--- src/rtl/adc_trigger_capture.sv ---
`default_nettype none
// ============================================================================
// Module   : adc_trigger_capture
// Brief    : Level-crossing trigger with pre-trigger circular capture buffer.
//            Streams one N-sample frame per event as a contiguous burst.
// Revision : 1.0 - initial release
// ============================================================================
module adc_trigger_capture #(
  parameter int DW      = 10,
  parameter int N       = 256,
  parameter int PRE     = 64,
  parameter int AUTO_TO = 4096,
  parameter int HOLDOFF = 1024
) (
  input  logic          clkADC,
  input  logic          n_reset,
  input  logic [DW-1:0] in_data,
  input  logic          in_valid,
  input  logic [DW-1:0] level,
  input  logic          falling,
  input  logic          auto_mode,
  output logic [DW-1:0] out_data,
  output logic          out_valid,
  output logic          out_start,
  output logic          triggered,
  output logic          busy
);

  localparam int AW       = $clog2(N);
  localparam int RW       = AW + 1;
  localparam int FW       = $clog2(PRE + 1);
  localparam int TW       = $clog2(AUTO_TO + 1);
  localparam int HW       = $clog2(HOLDOFF + 1);
  localparam int POST_LEN = N - PRE - 1;

  typedef enum logic [2:0] {
    S_FILL = 3'd0,
    S_ARM  = 3'd1,
    S_POST = 3'd2,
    S_READ = 3'd3,
    S_HOLD = 3'd4
  } state_t;

  state_t        state_q, state_d;
  logic [AW-1:0] wp_q, wp_d;
  logic [AW-1:0] rp_q, rp_d;
  logic [DW-1:0] prev_q, prev_d;
  logic [FW-1:0] fill_cnt_q, fill_cnt_d;
  logic [TW-1:0] auto_cnt_q, auto_cnt_d;
  logic [AW-1:0] post_cnt_q, post_cnt_d;
  logic [RW-1:0] rd_cnt_q, rd_cnt_d;
  logic [HW-1:0] hold_cnt_q, hold_cnt_d;
  logic [DW-1:0] out_data_q;
  logic          out_valid_q, out_valid_d;
  logic          out_start_q, out_start_d;
  logic          trig_q, trig_d;

  logic [DW-1:0] mem_q [N];

  logic accept;
  logic edge_hit;
  logic auto_hit;

  // Samples are only stored while building a frame; READ and HOLD drop them.
  assign accept = in_valid &&
                  (state_q == S_FILL || state_q == S_ARM || state_q == S_POST);

  // Crossing test against the live threshold; equality on both sides never fires.
  assign edge_hit = falling ? ((prev_q > level) && (in_data <= level))
                            : ((prev_q < level) && (in_data >= level));
  assign auto_hit = auto_mode && (auto_cnt_q == TW'(AUTO_TO - 1));

  // Capture RAM write port; no reset so it maps onto block RAM.
  always_ff @(posedge clkADC) begin
    if (accept) mem_q[wp_q] <= in_data;
  end

  // Next-state, counter and output decode.
  always_comb begin
    state_d     = state_q;
    wp_d        = wp_q;
    rp_d        = rp_q;
    prev_d      = prev_q;
    fill_cnt_d  = fill_cnt_q;
    auto_cnt_d  = auto_cnt_q;
    post_cnt_d  = post_cnt_q;
    rd_cnt_d    = rd_cnt_q;
    hold_cnt_d  = hold_cnt_q;
    out_valid_d = 1'b0;
    out_start_d = 1'b0;
    trig_d      = 1'b0;

    if (accept) begin
      wp_d   = wp_q + AW'(1);
      prev_d = in_data;
    end

    case (state_q)
      S_FILL: begin
        if (accept) begin
          if (fill_cnt_q == FW'(PRE - 1)) begin
            state_d    = S_ARM;
            auto_cnt_d = '0;
          end else begin
            fill_cnt_d = fill_cnt_q + FW'(1);
          end
        end
      end
      S_ARM: begin
        if (accept) begin
          if (auto_mode) auto_cnt_d = auto_cnt_q + TW'(1);
          if (edge_hit || auto_hit) begin
            // The trigger sample sits at wp; the frame starts PRE before it.
            trig_d     = edge_hit;
            rp_d       = wp_q - AW'(PRE);
            post_cnt_d = '0;
            rd_cnt_d   = '0;
            state_d    = (POST_LEN == 0) ? S_READ : S_POST;
          end
        end
      end
      S_POST: begin
        if (accept) begin
          if (post_cnt_q == AW'(POST_LEN - 1)) state_d = S_READ;
          else                                 post_cnt_d = post_cnt_q + AW'(1);
        end
      end
      S_READ: begin
        // Issue one RAM read per cycle; data appears one cycle later.
        if (!rd_cnt_q[AW]) begin
          out_valid_d = 1'b1;
          out_start_d = (rd_cnt_q == '0);
          rd_cnt_d    = rd_cnt_q + RW'(1);
          rp_d        = rp_q + AW'(1);
        end else begin
          state_d    = S_HOLD;
          hold_cnt_d = '0;
        end
      end
      S_HOLD: begin
        if (hold_cnt_q == HW'(HOLDOFF - 1)) begin
          state_d    = S_FILL;
          fill_cnt_d = '0;
        end else begin
          hold_cnt_d = hold_cnt_q + HW'(1);
        end
      end
      default: state_d = S_FILL;
    endcase
  end

  // State, pointer and counter registers.
  always_ff @(posedge clkADC or negedge n_reset) begin
    if (!n_reset) begin
      state_q    <= S_FILL;
      wp_q       <= '0;
      rp_q       <= '0;
      prev_q     <= '0;
      fill_cnt_q <= '0;
      auto_cnt_q <= '0;
      post_cnt_q <= '0;
      rd_cnt_q   <= '0;
      hold_cnt_q <= '0;
    end else begin
      state_q    <= state_d;
      wp_q       <= wp_d;
      rp_q       <= rp_d;
      prev_q     <= prev_d;
      fill_cnt_q <= fill_cnt_d;
      auto_cnt_q <= auto_cnt_d;
      post_cnt_q <= post_cnt_d;
      rd_cnt_q   <= rd_cnt_d;
      hold_cnt_q <= hold_cnt_d;
    end
  end

  // Registered output stage, including the synchronous RAM read.
  always_ff @(posedge clkADC or negedge n_reset) begin
    if (!n_reset) begin
      out_data_q  <= '0;
      out_valid_q <= 1'b0;
      out_start_q <= 1'b0;
      trig_q      <= 1'b0;
    end else begin
      if (out_valid_d) out_data_q <= mem_q[rp_q];
      out_valid_q <= out_valid_d;
      out_start_q <= out_start_d;
      trig_q      <= trig_d;
    end
  end

  assign out_data  = out_data_q;
  assign out_valid = out_valid_q;
  assign out_start = out_start_q;
  assign triggered = trig_q;
  assign busy      = (state_q == S_POST) || (state_q == S_READ);

endmodule
`default_nettype wire

--- config.mk ---
export PLATFORM = sky130hd
export DESIGN_NAME = adc_trigger_capture
export DESIGN_NICKNAME = d
export VERILOG_FILES = /design/src/rtl/adc_trigger_capture.sv
export SDC_FILE = /design/constraint.sdc
export NUM_CORES = 2
export LEC_CHECK = 0
export CAP_MARGIN = 15
export CELL_PAD_IN_SITES_DETAIL_PLACEMENT = 1
export CELL_PAD_IN_SITES_GLOBAL_PLACEMENT = 2
export CORE_MARGIN = 1
export CORE_UTILIZATION = 50
export DETAILED_ROUTE_END_ITERATION = 8
export PLACE_DENSITY = 0.86
export SETUP_SLACK_MARGIN = 0.4
export SYNTH_ARGS = -nofsm -noshare
export SYNTH_HDL_FRONTEND = slang
export SYNTH_SLANG_ARGS = --single-unit
--- constraint.sdc ---
create_clock -name clkADC -period 3.7 [get_ports clkADC]
set_input_delay 0.74 -clock clkADC [delete_from_list [all_inputs] [get_ports clkADC]]
set_output_delay 0.74 -clock clkADC [all_outputs]
set_load 0.005 [all_outputs]
==> impl_metrics.json <==
{
  "status": "finished, violations left",
  "first_global_vias": 60059,
  "syn_to_final_growth_pct": 17.1,
  "dpl.hpwl_um": 201000,
  "clkSinkCount": 2650,
  "grtUsageTotal_pct": 32.6,
  "timing_worst_setup_path_type": "reg -> reg",
  "netlist_area_sq_um": 104000,
  "hp-class": "in -> reg",
  "worstSkewPairLatency_ns": 0.97,
  "power.total_mw": 92.7,
  "antenna_found_initial": 22,
  "reg2reg_from": "rp_q[5]",
  "io_pins": 39,
  "maxSlewHeadroom_pct": 12.3,
  "drt_iter0_drc": 9613,
  "p_seq_share_pct": 36.8,
  "synth_seq_area_share_pct": 76.0,
  "worst_pin_slew_ns": 1.30,
  "synthTopCellsByArea": "edfxtp_1 74%, mux4_2 14%, dfrtp_1 2.2%",
  "core_area_sq_um": 207000,
  "maxCapViolations": 0,
  "synthArstFlopShare_pct": 3.40,
  "avgSynthCellArea_sq_um": 20.9,
  "cp_common_cell": "buf_4",
  "p_clk_share_pct": 30.8,
  "grt_max_degree": 166,
  "violations": "DRC",
  "synth-seq-cells": 2650,
  "fp.dieH_um": 458,
  "slew_viol_final": 0,
  "crit_required_ns": 4.56,
  "crit_path_max_incr_delay_ns": 0.75,
  "grt_setup_unrepaired": "yes",
  "ir_worst_vdd_mv": 0.601,
  "start_util_pct": 50.3,
  "dr.pass1.iters": 9,
  "netlist_top_cells_count": "2,560 x edfxtp_1, 650 x mux4_2, 346 x nor2_1",
  "p_sw_mw": 30.5,
  "intPower_mw": 62.2,
  "crit_slowest_cell": "dfrtp_4",
  "wl_um": 343000,
  "clockBufferDepth": 4,
  "overflow": 0,
  "gp_congestion": 0.960,
  "vias_per_cell": 6.79,
  "synthCells": 4995,
  "fin_skew_ns": 0.0800,
  "cp-startpoint": "rp_q[5]",
  "start_kind": "register",
  "finalCriticalPeriod_ns": 3.57,
  "leakage_nw": 40.9,
  "ys_types": 75,
  "path_cells": "nor2b_1, nand2_1, buf_4, o22ai_1, nor3_1, buf_4, a221o_1, o2bb2ai_1",
  "clkTransAtPathRegs_ns": 0.07,
  "die_width_um": 458,
  "multi_input_area_sq_um": 23700,
  "vias": 58876,
  "regArea_sq_um": 79100,
  "period_share_pct": 96.5,
  "numCtsBuffers": 281,
  "min_from": "in_data[6]",
  "finalSetupViolCount": 0,
  "drive_above_1_share_pct": 30.6,
  "nFillCells": 17410,
  "worstPathArrival_ns": 4.43,
  "yosysWarnings": 0,
  "yosysTopAreaCellShare_pct": 73.8,
  "nNetsFinal": 5732,
  "wl_per_cell_um": 39.6,
  "port_buffers": 38,
  "combPwrFrac_pct": 32.5,
  "switching_share_pct": 32.9,
  "syn_nets": 5056,
  "drc": 107,
  "antenna_left": 0,
  "synth_edf_count": 2560,
  "setup_tns_ns": 0,
  "cts-root-buf": "clkbuf_16",
  "ys.flop_type": "edfxtp_1",
  "final_hold_viol_count": 0,
  "synth_top_area_cell": "edfxtp_1",
  "fmax_ghz": 0.280,
  "grt_pass1_wl_um": 476000,
  "path_max_fanout": 18,
  "h-tree-depth": 5,
  "design.die.area_sq_um": 210000,
  "p_per_area_nw_per_um2": 760,
  "synth.most_common_cell": "edfxtp_1",
  "cts_tree": "yes",
  "end_kind": "register",
  "rows": 167
}
-- power by group through the flow --
stage,Clock [mW],Combinational (mW),Sequential (mW)
final,28.5,30.1,34.1
after global routing,29.5,30.3,34.1
after CTS,28.4,28.2,34.0
after detailed placement,0,26.0,34.7
after global placement,0,25.4,34.7
after floorplan,0,15.3,34.2
-- metrics by stage --
stage	std cells	utilization, %	instance area (sq um)	hold slack, ns	setup WS, ns
2_1_floorplan	4995	-	104000	0.444	0.874
3_3_place_gp	8106	53.8	111000	0.469	0.0253
3_5_place_dp	8107	53.8	111000	0.472	-0.0871
4_1_cts	8624	58.6	121000	0.230	0.380
5_1_grt	8657	58.9	122000	0.250	0.243
6_report	8672	58.9	122000	0.279	0.131
-- state kept, by name, indices dropped and copies added, names as in the netlist --
register,cells
auto_cnt_q,13
fill_cnt_q,7
hold_cnt_q,11
mem_q,2560
out_data,10
out_start,1
out_valid,1
post_cnt_q,8
prev_q,10
rd_cnt_q,9
rp_q,8
state_q,3
triggered,1
wp_q,8
-- final cells by class --
class | count | area share [%]
clock inverter | 146 | 1.28
inverter | 33 | 0.102
multi-input combinational | 2033 | 19.4
timing repair buffer | 672 | 5.34
clock buffer | 332 | 6.06
antenna | 18 | 0.0369
sequential | 2650 | 64.9
tap | 2788 | 2.86
-- per-layer routing --
layer / routed length [um] / vias to the layer above / GRT usage [%]
met1: 116000 / 30671 / 40.9
met4: 23600 / 16 / 19.9
li1: - / 22094 / -
met2: 159000 / 4839 / 49.6
met5: 227 / - / 0.551
met3: 44400 / 1256 / 10.5
-- cell usage in the layout, fill, tap and decap left out, types with 44 or more instances in the layout --
| master | instances |
|---|---|
| a21oi_1 | 66 |
| edfxtp_1 | 2560 |
| dfrtp_1 | 83 |
| nor2_1 | 341 |
| nand2_1 | 169 |
| clkbuf_16 | 293 |
| mux2i_1 | 191 |
| mux4_2 | 650 |
| o21ai_0 | 72 |
| clkinv_1 | 44 |
| clkinv_2 | 51 |
| buf_4 | 542 |
-- final timing paths --
| kind | end | slack [ns] | depth (start not counted) |
|---|---|---|---|
| max | out_data[2] | 0.13 | 8 |
| min | mem_q[166][6] | 0.28 | 1 |
| max reg2reg | out_data[2] | 0.13 | 8 |
| min reg2reg | prev_q[3] | 0.48 | 2 |
| max in group asynchronous | out_data[3] | 2.41 | 3 |
| min in group asynchronous | post_cnt_q[3] | 0.42 | 2 |
-- critical path: cells and delay by family, from the launching register on --
family / cells / cell delay (ns)
compound gates: 3 / 1.06
buf+inv: 2 / 0.58
flops: 1 / 0.75
simple gates: 3 / 1.12
-- repair_timing --
action / CTS / global route
gates resized for setup: 81 / 56
hold endpoints to repair: 42 / 0
pin swaps: 3 / 5
buffers inserted: 24 / 26
hold buffers: 1 / 0
endpoints found under the setup margin: 10 / 22
gates cloned: 14 / 4
-- cells by family (layout without fill, tap and decap cells) --
| group | after synthesis | count (layout) | synth area share (%) |
|---|---|---|---|
| mux | 870 | 870 | 16.2 |
| xor+xnor | 13 | 13 | 0.109 |
| buf+inv | 312 | 1183 | 1.64 |
| simple gates | 694 | 694 | 2.86 |
| compound gates | 420 | 420 | 2.80 |
| fa+ha+maj | 36 | 36 | 0.432 |
| flops | 2650 | 2650 | 76.0 |
| other cells | 0 | 18 | 0 |
No activity file was read; power rests on OpenSTA's default activity.
